[src/rtl/mct_pkg.sv]
// mct_pkg: shared types and helpers for the multi-channel RAM bus controller.
//   - access size encodings (SZ_B / SZ_H / SZ_W, code 3 behaves as a word)
//   - controller state enum
//   - arbitration mode selectors
//   - nbytes(): bytes moved for a given size code
package mct_pkg;

    localparam logic [1:0] SZ_B = 2'd0;
    localparam logic [1:0] SZ_H = 2'd1;
    localparam logic [1:0] SZ_W = 2'd2;

    localparam int ARB_FIXED = 0;
    localparam int ARB_RR    = 1;

    typedef enum logic [1:0] {
        IDLE = 2'd0,
        XFER = 2'd1,
        TAIL = 2'd2,
        DONE = 2'd3
    } state_e;

    // Size code 3 is reserved and moves a full word.
    function automatic logic [2:0] nbytes(input logic [1:0] size);
        case (size)
            SZ_B:    return 3'd1;
            SZ_H:    return 3'd2;
            default: return 3'd4;
        endcase
    endfunction

endpackage

[src/rtl/mct_rr_arb.sv]
// mct_rr_arb: combinational channel arbiter.
//   eligible  in  N_CH   channels allowed to win this cycle
//   ptr       in  IDX_W  last granted channel (round-robin mode only)
//   grant     out N_CH   one-hot winner, zero when nothing is eligible
//   grant_idx out IDX_W  binary index of the winner
//   any       out 1      at least one channel eligible
// ARB_MODE 0: highest eligible index wins. ARB_MODE 1: first eligible
// channel strictly after ptr, searching cyclically.
module mct_rr_arb
    import mct_pkg::*;
#(
    parameter int N_CH     = 2,
    parameter int ARB_MODE = ARB_FIXED,
    parameter int IDX_W    = (N_CH > 1) ? $clog2(N_CH) : 1
) (
    input  logic [N_CH-1:0]  eligible,
    input  logic [IDX_W-1:0] ptr,
    output logic [N_CH-1:0]  grant,
    output logic [IDX_W-1:0] grant_idx,
    output logic             any
);

    always_comb begin
        int j;
        j         = 0;
        grant     = '0;
        grant_idx = '0;
        any       = |eligible;
        if (ARB_MODE == ARB_FIXED) begin
            // Ascending scan: the last hit is the highest index.
            for (int i = 0; i < N_CH; i++) begin
                if (eligible[i]) grant_idx = IDX_W'(i);
            end
        end else begin
            // Descending distance from ptr: the last hit is the nearest
            // channel after ptr; distance N_CH revisits ptr itself.
            for (int k = N_CH; k >= 1; k--) begin
                j = (int'(ptr) + k) % N_CH;
                if (eligible[j]) grant_idx = IDX_W'(j);
            end
        end
        if (any) grant[grant_idx] = 1'b1;
    end

endmodule

[src/rtl/mct_multi.sv]
// mct_multi: arbitrates N_CH requesters onto one byte-wide external RAM bus.
//   clk, rst            clock, asynchronous active-high reset
//   ch_req/ch_wr        per-channel request (held until ch_ok) and direction
//   ch_size             per-channel size code (byte/half/word)
//   ch_addr/ch_wdata    per-channel byte address and little-endian write data
//   ch_cancel           aborts a pending or in-flight read of that channel
//   ch_ok               one-cycle completion pulse of the served channel
//   ch_rdata            zero-extended read data, held until the next read completes
//   busy                controller not idle
//   rom_rn              RAM read byte, one cycle after its address
//   rom_a/rom_wn/rom_wr RAM address, write byte and write enable
// Every output is a flop; each bus value is computed one cycle ahead so that
// byte k appears on the pins in transfer cycle C(k+1).
module mct_multi
    import mct_pkg::*;
#(
    parameter int N_CH     = 2,
    parameter int ADDR_W   = 32,
    parameter int ARB_MODE = ARB_FIXED
) (
    input  logic                   clk,
    input  logic                   rst,
    input  logic [N_CH-1:0]        ch_req,
    input  logic [N_CH-1:0]        ch_wr,
    input  logic [N_CH-1:0][1:0]   ch_size,
    input  logic [N_CH-1:0][31:0]  ch_addr,
    input  logic [N_CH-1:0][31:0]  ch_wdata,
    input  logic [N_CH-1:0]        ch_cancel,
    output logic [N_CH-1:0]        ch_ok,
    output logic [31:0]            ch_rdata,
    output logic                   busy,
    input  logic [7:0]             rom_rn,
    output logic [7:0]             rom_wn,
    output logic [ADDR_W-1:0]      rom_a,
    output logic                   rom_wr
);

    localparam int IDX_W = (N_CH > 1) ? $clog2(N_CH) : 1;

    state_e              state_q, state_d;
    logic [IDX_W-1:0]    gnt_q, gnt_d, ptr_q, ptr_d;
    logic                wr_q, wr_d;
    logic [1:0]          last_q, last_d, cnt_q, cnt_d;
    logic [ADDR_W-1:0]   addr_q, addr_d;
    logic [31:0]         wdata_q, wdata_d, rdata_q, rdata_d;
    logic [ADDR_W-1:0]   rom_a_q, rom_a_d;
    logic [7:0]          rom_wn_q, rom_wn_d;
    logic                rom_wr_q, rom_wr_d;
    logic [N_CH-1:0]     ch_ok_q, ch_ok_d;
    logic [31:0]         ch_rdata_q, ch_rdata_d;
    logic                busy_q, busy_d;

    logic [N_CH-1:0]     eligible, arb_grant;
    logic [IDX_W-1:0]    arb_idx;
    logic                arb_any;

    assign eligible = ch_req & ~ch_cancel;

    mct_rr_arb #(.N_CH(N_CH), .ARB_MODE(ARB_MODE), .IDX_W(IDX_W)) u_arb (
        .eligible  (eligible),
        .ptr       (ptr_q),
        .grant     (arb_grant),
        .grant_idx (arb_idx),
        .any       (arb_any)
    );

    always_comb begin
        state_d    = state_q;
        gnt_d      = gnt_q;
        ptr_d      = ptr_q;
        wr_d       = wr_q;
        last_d     = last_q;
        cnt_d      = cnt_q;
        addr_d     = addr_q;
        wdata_d    = wdata_q;
        rdata_d    = rdata_q;
        rom_a_d    = rom_a_q;
        rom_wn_d   = rom_wn_q;
        rom_wr_d   = rom_wr_q;
        ch_ok_d    = '0;
        ch_rdata_d = ch_rdata_q;
        case (state_q)
            IDLE: begin
                if (arb_any) begin
                    gnt_d    = arb_idx;
                    ptr_d    = arb_idx;
                    wr_d     = ch_wr[arb_idx];
                    last_d   = 2'(nbytes(ch_size[arb_idx]) - 3'd1);
                    cnt_d    = 2'd0;
                    addr_d   = ch_addr[arb_idx][ADDR_W-1:0];
                    wdata_d  = ch_wdata[arb_idx];
                    rdata_d  = '0;
                    // Byte 0 goes straight onto the bus in C1.
                    rom_a_d  = ch_addr[arb_idx][ADDR_W-1:0];
                    rom_wn_d = ch_wdata[arb_idx][7:0];
                    rom_wr_d = ch_wr[arb_idx];
                    state_d  = XFER;
                end
            end
            XFER: begin
                // rom_rn now carries the byte addressed in the previous cycle.
                if (!wr_q && cnt_q != 2'd0)
                    rdata_d[{cnt_q - 2'd1, 3'b000} +: 8] = rom_rn;
                if (!wr_q && ch_cancel[gnt_q]) begin
                    state_d = IDLE;
                end else if (cnt_q == last_q) begin
                    rom_wr_d = 1'b0;
                    if (wr_q) begin
                        ch_ok_d[gnt_q] = 1'b1;
                        state_d        = DONE;
                    end else begin
                        state_d = TAIL;
                    end
                end else begin
                    cnt_d    = cnt_q + 2'd1;
                    rom_a_d  = addr_q + ADDR_W'(cnt_d);
                    rom_wn_d = wdata_q[{cnt_d, 3'b000} +: 8];
                end
            end
            TAIL: begin
                rdata_d[{last_q, 3'b000} +: 8] = rom_rn;
                if (ch_cancel[gnt_q]) begin
                    state_d = IDLE;
                end else begin
                    ch_ok_d[gnt_q] = 1'b1;
                    ch_rdata_d     = rdata_d;
                    state_d        = DONE;
                end
            end
            default: state_d = IDLE;   // DONE: requester drops req here
        endcase
        busy_d = (state_d != IDLE);
    end

    always_ff @(posedge clk or posedge rst) begin
        if (rst) begin
            state_q    <= IDLE;
            gnt_q      <= '0;
            ptr_q      <= IDX_W'(N_CH - 1);
            wr_q       <= 1'b0;
            last_q     <= '0;
            cnt_q      <= '0;
            addr_q     <= '0;
            wdata_q    <= '0;
            rdata_q    <= '0;
            rom_a_q    <= '0;
            rom_wn_q   <= '0;
            rom_wr_q   <= 1'b0;
            ch_ok_q    <= '0;
            ch_rdata_q <= '0;
            busy_q     <= 1'b0;
        end else begin
            state_q    <= state_d;
            gnt_q      <= gnt_d;
            ptr_q      <= ptr_d;
            wr_q       <= wr_d;
            last_q     <= last_d;
            cnt_q      <= cnt_d;
            addr_q     <= addr_d;
            wdata_q    <= wdata_d;
            rdata_q    <= rdata_d;
            rom_a_q    <= rom_a_d;
            rom_wn_q   <= rom_wn_d;
            rom_wr_q   <= rom_wr_d;
            ch_ok_q    <= ch_ok_d;
            ch_rdata_q <= ch_rdata_d;
            busy_q     <= busy_d;
        end
    end

    assign rom_a    = rom_a_q;
    assign rom_wn   = rom_wn_q;
    assign rom_wr   = rom_wr_q;
    assign ch_ok    = ch_ok_q;
    assign ch_rdata = ch_rdata_q;
    assign busy     = busy_q;

endmodule
[config.mk]
export PLATFORM = sky130hd
export DESIGN_NAME = mct_multi
export DESIGN_NICKNAME = d
export VERILOG_FILES = /design/src/rtl/mct_pkg.sv /design/src/rtl/mct_rr_arb.sv /design/src/rtl/mct_multi.sv
export SDC_FILE = /design/constraint.sdc
export NUM_CORES = 1
export LEC_CHECK = 0
export BUFFER_PORTS_ARGS = -buffer_cell sky130_fd_sc_hd__buf_2
export CAP_MARGIN = 15
export CORE_MARGIN = 8
export CORE_UTILIZATION = 51
export CTS_BUF_LIST = sky130_fd_sc_hd__clkbuf_8
export CTS_CLUSTER_SIZE = 30
export DETAILED_ROUTE_END_ITERATION = 8
export PLACE_DENSITY = 0.82
export SETUP_SLACK_MARGIN = 0.15
export SLEW_MARGIN = 40
export SYNTH_ARGS = -nofsm -noshare
export SYNTH_HDL_FRONTEND = slang
export SYNTH_HIERARCHICAL = 1
export SYNTH_SLANG_ARGS = --single-unit
[constraint.sdc]
create_clock -name clk -period 5.8 [get_ports clk]
set_input_delay 0.58 -clock clk [delete_from_list [all_inputs] [get_ports clk]]
set_output_delay 0.58 -clock clk [all_outputs]
set_load 0.02 [all_outputs]
==> run_results.csv, run 1 <==
group,metric,value,unit
detailed_routing,vias_per_cell,5.78,
detailed_routing,via_count,8429,
global_route,antenna_found_initial,0,
detailed_routing,drt-wirelength-per-cell,18.2,microns
clock_tree,cts.sinks,180,
worst_setup_path,crit_arrival,3.85,ns
placement,gp_congestion,0.917,
clock_tree,clk_path_buf_depth,2,
finish,fillers,1568,
worst_setup_path,cp-end-kind,"flop",
global_route,grtUsageTotal,0.225,
timing,maxSlewViolCount,0,
finish,fin_nets,1378,
timing,period_minus_slack,3.53,ns
timing,fin_crit_sh,0.608,
placement,post-place-cells,1428,
timing,fin_setup_tns,0,ns
clock_tree,h-tree-depth,4,
clock_tree,post_cts_buffers,0,
global_route,grt_pass1_vias,8416,
placement,numPortBuffers,223,
global_route,grt_pass1_wl,43200,microns
worst_setup_path,r2r_start,"cnt_q[0]$_DFFE_PP0P_",
logic_synthesis,yosys_warnings,6,
timing,fmax,0.283,GHz
detailed_routing,routed_wl,26600,microns
placement,hpwl,19000,microns
finish,area_growth_syn_to_layout,16.8,%
clock_tree,cts_root_buf,"clkbuf_8",
detailed_routing,ant_nets,0,
floorplan,start_util,0.518,
finish,antenna-diode-count,0,
finish,fin_util,0.605,
finish,final_cells,1458,
finish,multi_input_area,0.00472,sq mm
clock_tree,cts_made_buffers,17,
timing,max-slew-margin-rel,0.463,
power,power,0.00544,W
worst_setup_path,criticalPathCategory,"reg -> reg",
finish,ff_latch_area,0.00451,sq mm
power,cellPowerDensity,484,mW/mm^2
logic_synthesis,syn_avg_cell_area,9.28,sq um
floorplan,die_w,153,microns
global_route,grt.overflow.total,0,
global_route,grt_max_degree,133,
detailed_routing,first_iter_violations,793,
floorplan,rows,50,
clock_tree,ctsHoldBuffers,0,
run,maxCapViolations,0,
floorplan,num_io_pins,224,
clock_tree,cts_tree,"done",
floorplan,die_y,153,microns
worst_setup_path,rr_worst_depth,8,
worst_setup_path,path_max_fanout,19,
worst_setup_path,regToRegEndpoint,"rom_a[24]$_DFFE_PP0P_",
floorplan,dieArea,0.0235,sq mm
logic_synthesis,syn_area,0.00962,sq mm
timing,setup-violations-final,0,
logic_synthesis,syn_nets,1201,
outcome,status,"complete, no violations",
timing,grt_setup_unrepaired,"no",
timing,whs,0.149,ns
min_path,worst_hold_path_type,"in -> async",
finish,drive_gt1_frac,0.234,
worst_setup_path,cp.required,6.12,ns
timing,hold_violations,0,
power,vdd_drop_max,0.000240,V
clock_tree,post_cts_resized,0,
timing,worst_slew_pin_slew,0.804,ns
clock_tree,path_clk_slew,0.09,ns
power,leakagePower,5.24,nW
worst_setup_path,r2r_slack,2.27,ns
timing,finalClockSkew,0.0134,ns
clock_tree,clk_latency,0.46,ns
worst_setup_path,worstSetupStartpointType,"flop",
logic_synthesis,synthCells,1036,
detailed_routing,drt_pass1_iterations,5,
detailed_routing,drc,0,
floorplan,core_area,0.0186,sq mm
critical path, stage by stage (launching register included):
cell     delay [ns]
dfrtp_2        0.69
inv_1          0.16
ha_1           0.78
fa_1           0.35
nand3_2        0.21
nor4_4         0.59
nand4_1        0.23
xor2_1         0.26
o22ai_1        0.11
through the flow:
stage / worst slack (ns) / cell area (sq um)
floorplan: 0.333 / 9620
global placement: 2.17 / 10800
detailed placement: 1.99 / 10800
CTS: 1.90 / 11200
global route: 2.03 / 11200
finish: 2.27 / 11200
report_power, final:
part	internal [W]	total, W	leakage [nW]	switching, W
clock network	0.000423	0.000863	0.203	0.000441
logic	0.000894	0.00247	2.72	0.00157
registers	0.00173	0.00211	2.32	0.000383
metal layers:
layer  track usage  vias to the layer above  share of wire
met5             0                        -              0
met4        0.0716                        0          0.024
met3        0.0561                       45          0.077
met2         0.368                      348           0.48
met1         0.287                     4021           0.42
li1              -                     4015              -
cell usage in the layout (no fill, tap or decap), drive strengths merged, types with 7 or more instances in the layout:
cell type,n
clkbuf,22
ha,16
o22ai,23
a22o,32
xor2,16
and3,8
xnor2,11
mux4,8
o211ai,8
nor3,12
buf,232
or3,7
nor2,65
inv,34
dfrtp,180
nand2,162
nor2b,12
a22oi,8
a2bb2oi,24
mux2i,66
o21ai,142
a21oi,57
nand4,13
nand3,12
worst max path at each step:
stage | startpoint | endpoint | slack (ns)
3_3_place_gp | cnt_q[0]$_DFFE_PP0P_ | rdata_q[15]$_DFFE_PP0P_ | 2.17
5_1_grt | state_q[1]$_DFF_PP0_ | rom_a[21]$_DFFE_PP0P_ | 2.03
6_report | cnt_q[0]$_DFFE_PP0P_ | rom_a[24]$_DFFE_PP0P_ | 2.27
4_1_cts | cnt_q[0]$_DFFE_PP0P_ | rom_a[24]$_DFFE_PP0P_ | 1.90
3_5_place_dp | cnt_q[0]$_DFFE_PP0P_ | rom_a[24]$_DFFE_PP0P_ | 1.99
2_1_floorplan | rst | addr_q[0]$_DFFE_PP0P_ | 0.33
state kept, by name (all words and copies together) (netlist names):
| register | flops |
|---|---|
| wdata_q | 32 |
| wr_q | 1 |
| gnt_q | 1 |
| cnt_q | 2 |
| rdata_q | 32 |
| rom_wr | 1 |
| state_q | 2 |
| ch_rdata | 32 |
| addr_q | 32 |
| ch_ok | 2 |
| rom_wn | 8 |
| last_q | 2 |
| rom_a | 32 |
| busy | 1 |
area by class of cell:
type,instances,area share
multi-input cells,748,0.420
flip-flops and latches,180,0.401
repair buffers,233,0.107
well taps,234,0.0261
clock buffers,21,0.0257
inverters,33,0.0115
clock inverters,9,0.00935
(Power assumes the default switching activity.)
==> inputs of run 2 (changes only) <==
--- a/config.mk
+++ b/config.mk
@@ -5,14 +5,15 @@
 export SDC_FILE = /design/constraint.sdc
 export NUM_CORES = 1
 export LEC_CHECK = 0
+export ABC_AREA = 1
 export BUFFER_PORTS_ARGS = -buffer_cell sky130_fd_sc_hd__buf_2
 export CAP_MARGIN = 15
 export CORE_MARGIN = 8
-export CORE_UTILIZATION = 51
+export CORE_UTILIZATION = 55
 export CTS_BUF_LIST = sky130_fd_sc_hd__clkbuf_8
 export CTS_CLUSTER_SIZE = 30
 export DETAILED_ROUTE_END_ITERATION = 8
-export PLACE_DENSITY = 0.82
+export PLACE_DENSITY = 0.83
 export SETUP_SLACK_MARGIN = 0.15
 export SLEW_MARGIN = 40
 export SYNTH_ARGS = -nofsm -noshare
==> constraint.sdc (replaced) <==
create_clock -name clk -period 3.35 [get_ports clk]
set_input_delay 0.335 -clock clk [delete_from_list [all_inputs] [get_ports clk]]
set_output_delay 0.335 -clock clk [all_outputs]
set_load 0.02 [all_outputs]
==> run_results.csv, run 2 <==
group,metric,value,unit
timing,fmax,0.421,GHz
finish,drive_gt1_frac,0.178,
clock_tree,path_clk_slew,0.10,ns
global_route,grt.overflow.total,0,
placement,gp_congestion,0.926,
detailed_routing,via_count,10600,
power,vdd_drop_max,0.000442,V
placement,hpwl,23000,microns
worst_setup_path,worstSetupStartpointType,"flop",
floorplan,die_w,154,microns
detailed_routing,vias_per_cell,5.50,
floorplan,dieArea,0.0236,sq mm
worst_setup_path,r2r_slack,0.97,ns
finish,layout_common_cells,"nand2_1 (558), buf_2 (223), dfrtp_1 (180)",
global_route,antenna_found_initial,0,
logic_synthesis,syn_avg_cell_area,7.00,sq um
timing,setup-violations-final,0,
detailed_routing,first_iter_violations,897,
timing,hold_violations,0,
global_route,grtUsageTotal,0.271,
worst_setup_path,critPathSlowestCell,"dfrtp_1",
clock_tree,cts.sinks,180,
detailed_routing,drc,0,
clock_tree,h-tree-depth,4,
floorplan,rows,50,
worst_setup_path,cpMostUsedCell,"nand2_1",
finish,fin_util,0.649,
detailed_routing,ant_nets,0,
worst_setup_path,cp.required,3.77,ns
power,leakagePower,6.24,nW
placement,numPortBuffers,223,
timing,worst_slew_pin_slew,0.759,ns
clock_tree,post_cts_resized,0,
power,cellPowerDensity,867,mW/mm^2
timing,setup_ws,0.973,ns
worst_setup_path,slowest_delay,0.65,ns
timing,period_minus_slack,2.38,ns
timing,maxSlewViolCount,0,
worst_setup_path,endpoint,"rdata_q[23]$_DFFE_PP0P_",
min_path,min_from,"ch_wdata[53]",
clock_tree,cts_tree,"done",
worst_setup_path,crit_arrival,2.80,ns
placement,pre_cts_ws,1.03,ns
clock_tree,clk_latency,0.48,ns
min_path,worst_hold_path_type,"in -> reg",
clock_tree,cts_root_buf,"clkbuf_8",
worst_setup_path,path_max_fanout,14,
global_route,grt_pass1_wl,52000,microns
logic_synthesis,yosys_warnings,6,
global_route,grt_pass1_vias,10400,
detailed_routing,drt_pass1_iterations,6,
finish,antenna-diode-count,0,
logic_synthesis,synthCells,1488,
finish,fin_nets,1835,
clock_tree,clk_path_buf_depth,2,
global_route,grt_max_degree,73,
logic_synthesis,syn_nets,1653,
timing,fin_crit_sh,0.710,
floorplan,start_util,0.559,
clock_tree,cts_made_buffers,17,
timing,max-slew-margin-rel,0.494,
floorplan,core_area,0.0186,sq mm
worst_setup_path,timing.critical_path.from,"last_q[0]$_DFFE_PP0P_",
worst_setup_path,path_cells,"inv_1 -> ha_1 -> inv_1 -> nor2_2 -> nand2_1 -> o21ai_0 -> nand2_1 -> nand2_1 -> nand2_1 -> nand2_1",
worst_setup_path,regToRegEndpoint,"rdata_q[23]$_DFFE_PP0P_",
timing,fin_setup_tns,0,ns
finish,final_common_cell,"nand2_1",
finish,area_growth_syn_to_layout,16.1,%
outcome,status,"complete, no violations",
worst_setup_path,rr_worst_depth,10,
floorplan,num_io_pins,224,
detailed_routing,drt-wirelength-per-cell,16.6,microns
worst_setup_path,criticalPathCategory,"reg -> reg",
worst_setup_path,cp-end-kind,"flop",
timing,grt_setup_unrepaired,"no",
worst_setup_path,r2r_start,"last_q[0]$_DFFE_PP0P_",
floorplan,die_y,154,microns
logic_synthesis,syn_area,0.0104,sq mm
detailed_routing,routed_wl,31800,microns
timing,finalClockSkew,0.0138,ns
run,maxCapViolations,0,
## run 2: changes by cell type in the layout (fill, tap and decap cells not counted), sizes merged, moves of 32 or more
cell   delta
inv      +90
a22o     -32
nor2     +66
nand2   +401
mux2i    -56
nand3    +66
## run 2: power by group
| group | total [W] | internal, W | switching [W] |
|---|---|---|---|
| logic | 0.00514 | 0.00155 | 0.00359 |
| registers | 0.00362 | 0.00301 | 0.000610 |
| clock network | 0.00173 | 0.000888 | 0.000846 |
## run 2: worst min-delay path by stage
stage	end	slack, ns	cells after the start
2_1_floorplan	rdata_q[16]$_DFFE_PP0P_	0.45	2
3_3_place_gp	wdata_q[8]$_DFFE_PP0P_	0.35	2
3_5_place_dp	wdata_q[8]$_DFFE_PP0P_	0.35	2
4_1_cts	wdata_q[21]$_DFFE_PP0P_	0.06	3
5_1_grt	wdata_q[23]$_DFFE_PP0P_	0.08	3
6_report	wdata_q[21]$_DFFE_PP0P_	0.09	3
## run 2: repair_timing
item	CTS	global route
hold buffers	1	0
setup buffers	0	0
hold endpoints to repair	12	0
## run 2: worst max-delay path: cells and delay by family, from the launching register on
kind | cells | cell delay [ns]
flip-flops | 1 | 0.65
AND/OR/NAND/NOR | 6 | 0.72
buffers and inverters | 2 | 0.35
AO/OA/AOI/OAI | 1 | 0.10
adder cells (fa/ha/maj) | 1 | 0.51
## run 2: layout make-up
type	instances	area [sq um]
Inverter	121	460
Tap cell	234	293
Clock inverter	12	186
Clock buffer	20	275
Fill cell	1633	6550
Timing Repair Buffer	242	1300
Sequential cell	180	4500
Multi-Input combinational cell	1108	5080
## run 2: metal layers
metal / global-route usage / wire length, microns / up-vias
met3: 0.0605 / 2360 / 80
li1: - / - / 5154
met5: 0 / 0 / -
met1: 0.347 / 13600 / 4861
met4: 0.119 / 978 / 0
met2: 0.435 / 14800 / 457
## run 2: per-stage QoR
step           std cells  instance area (sq um)  hold WS [ns]  power (W)
2_1_floorplan       1488                  10400         0.449    0.00723
5_1_grt             1917                  12100        0.0829     0.0113
3_5_place_dp        1884                  11600         0.352    0.00871
6_report            1917                  12100        0.0934     0.0105
4_1_cts             1917                  12100        0.0586     0.0105
3_3_place_gp        1884                  11600         0.347    0.00857
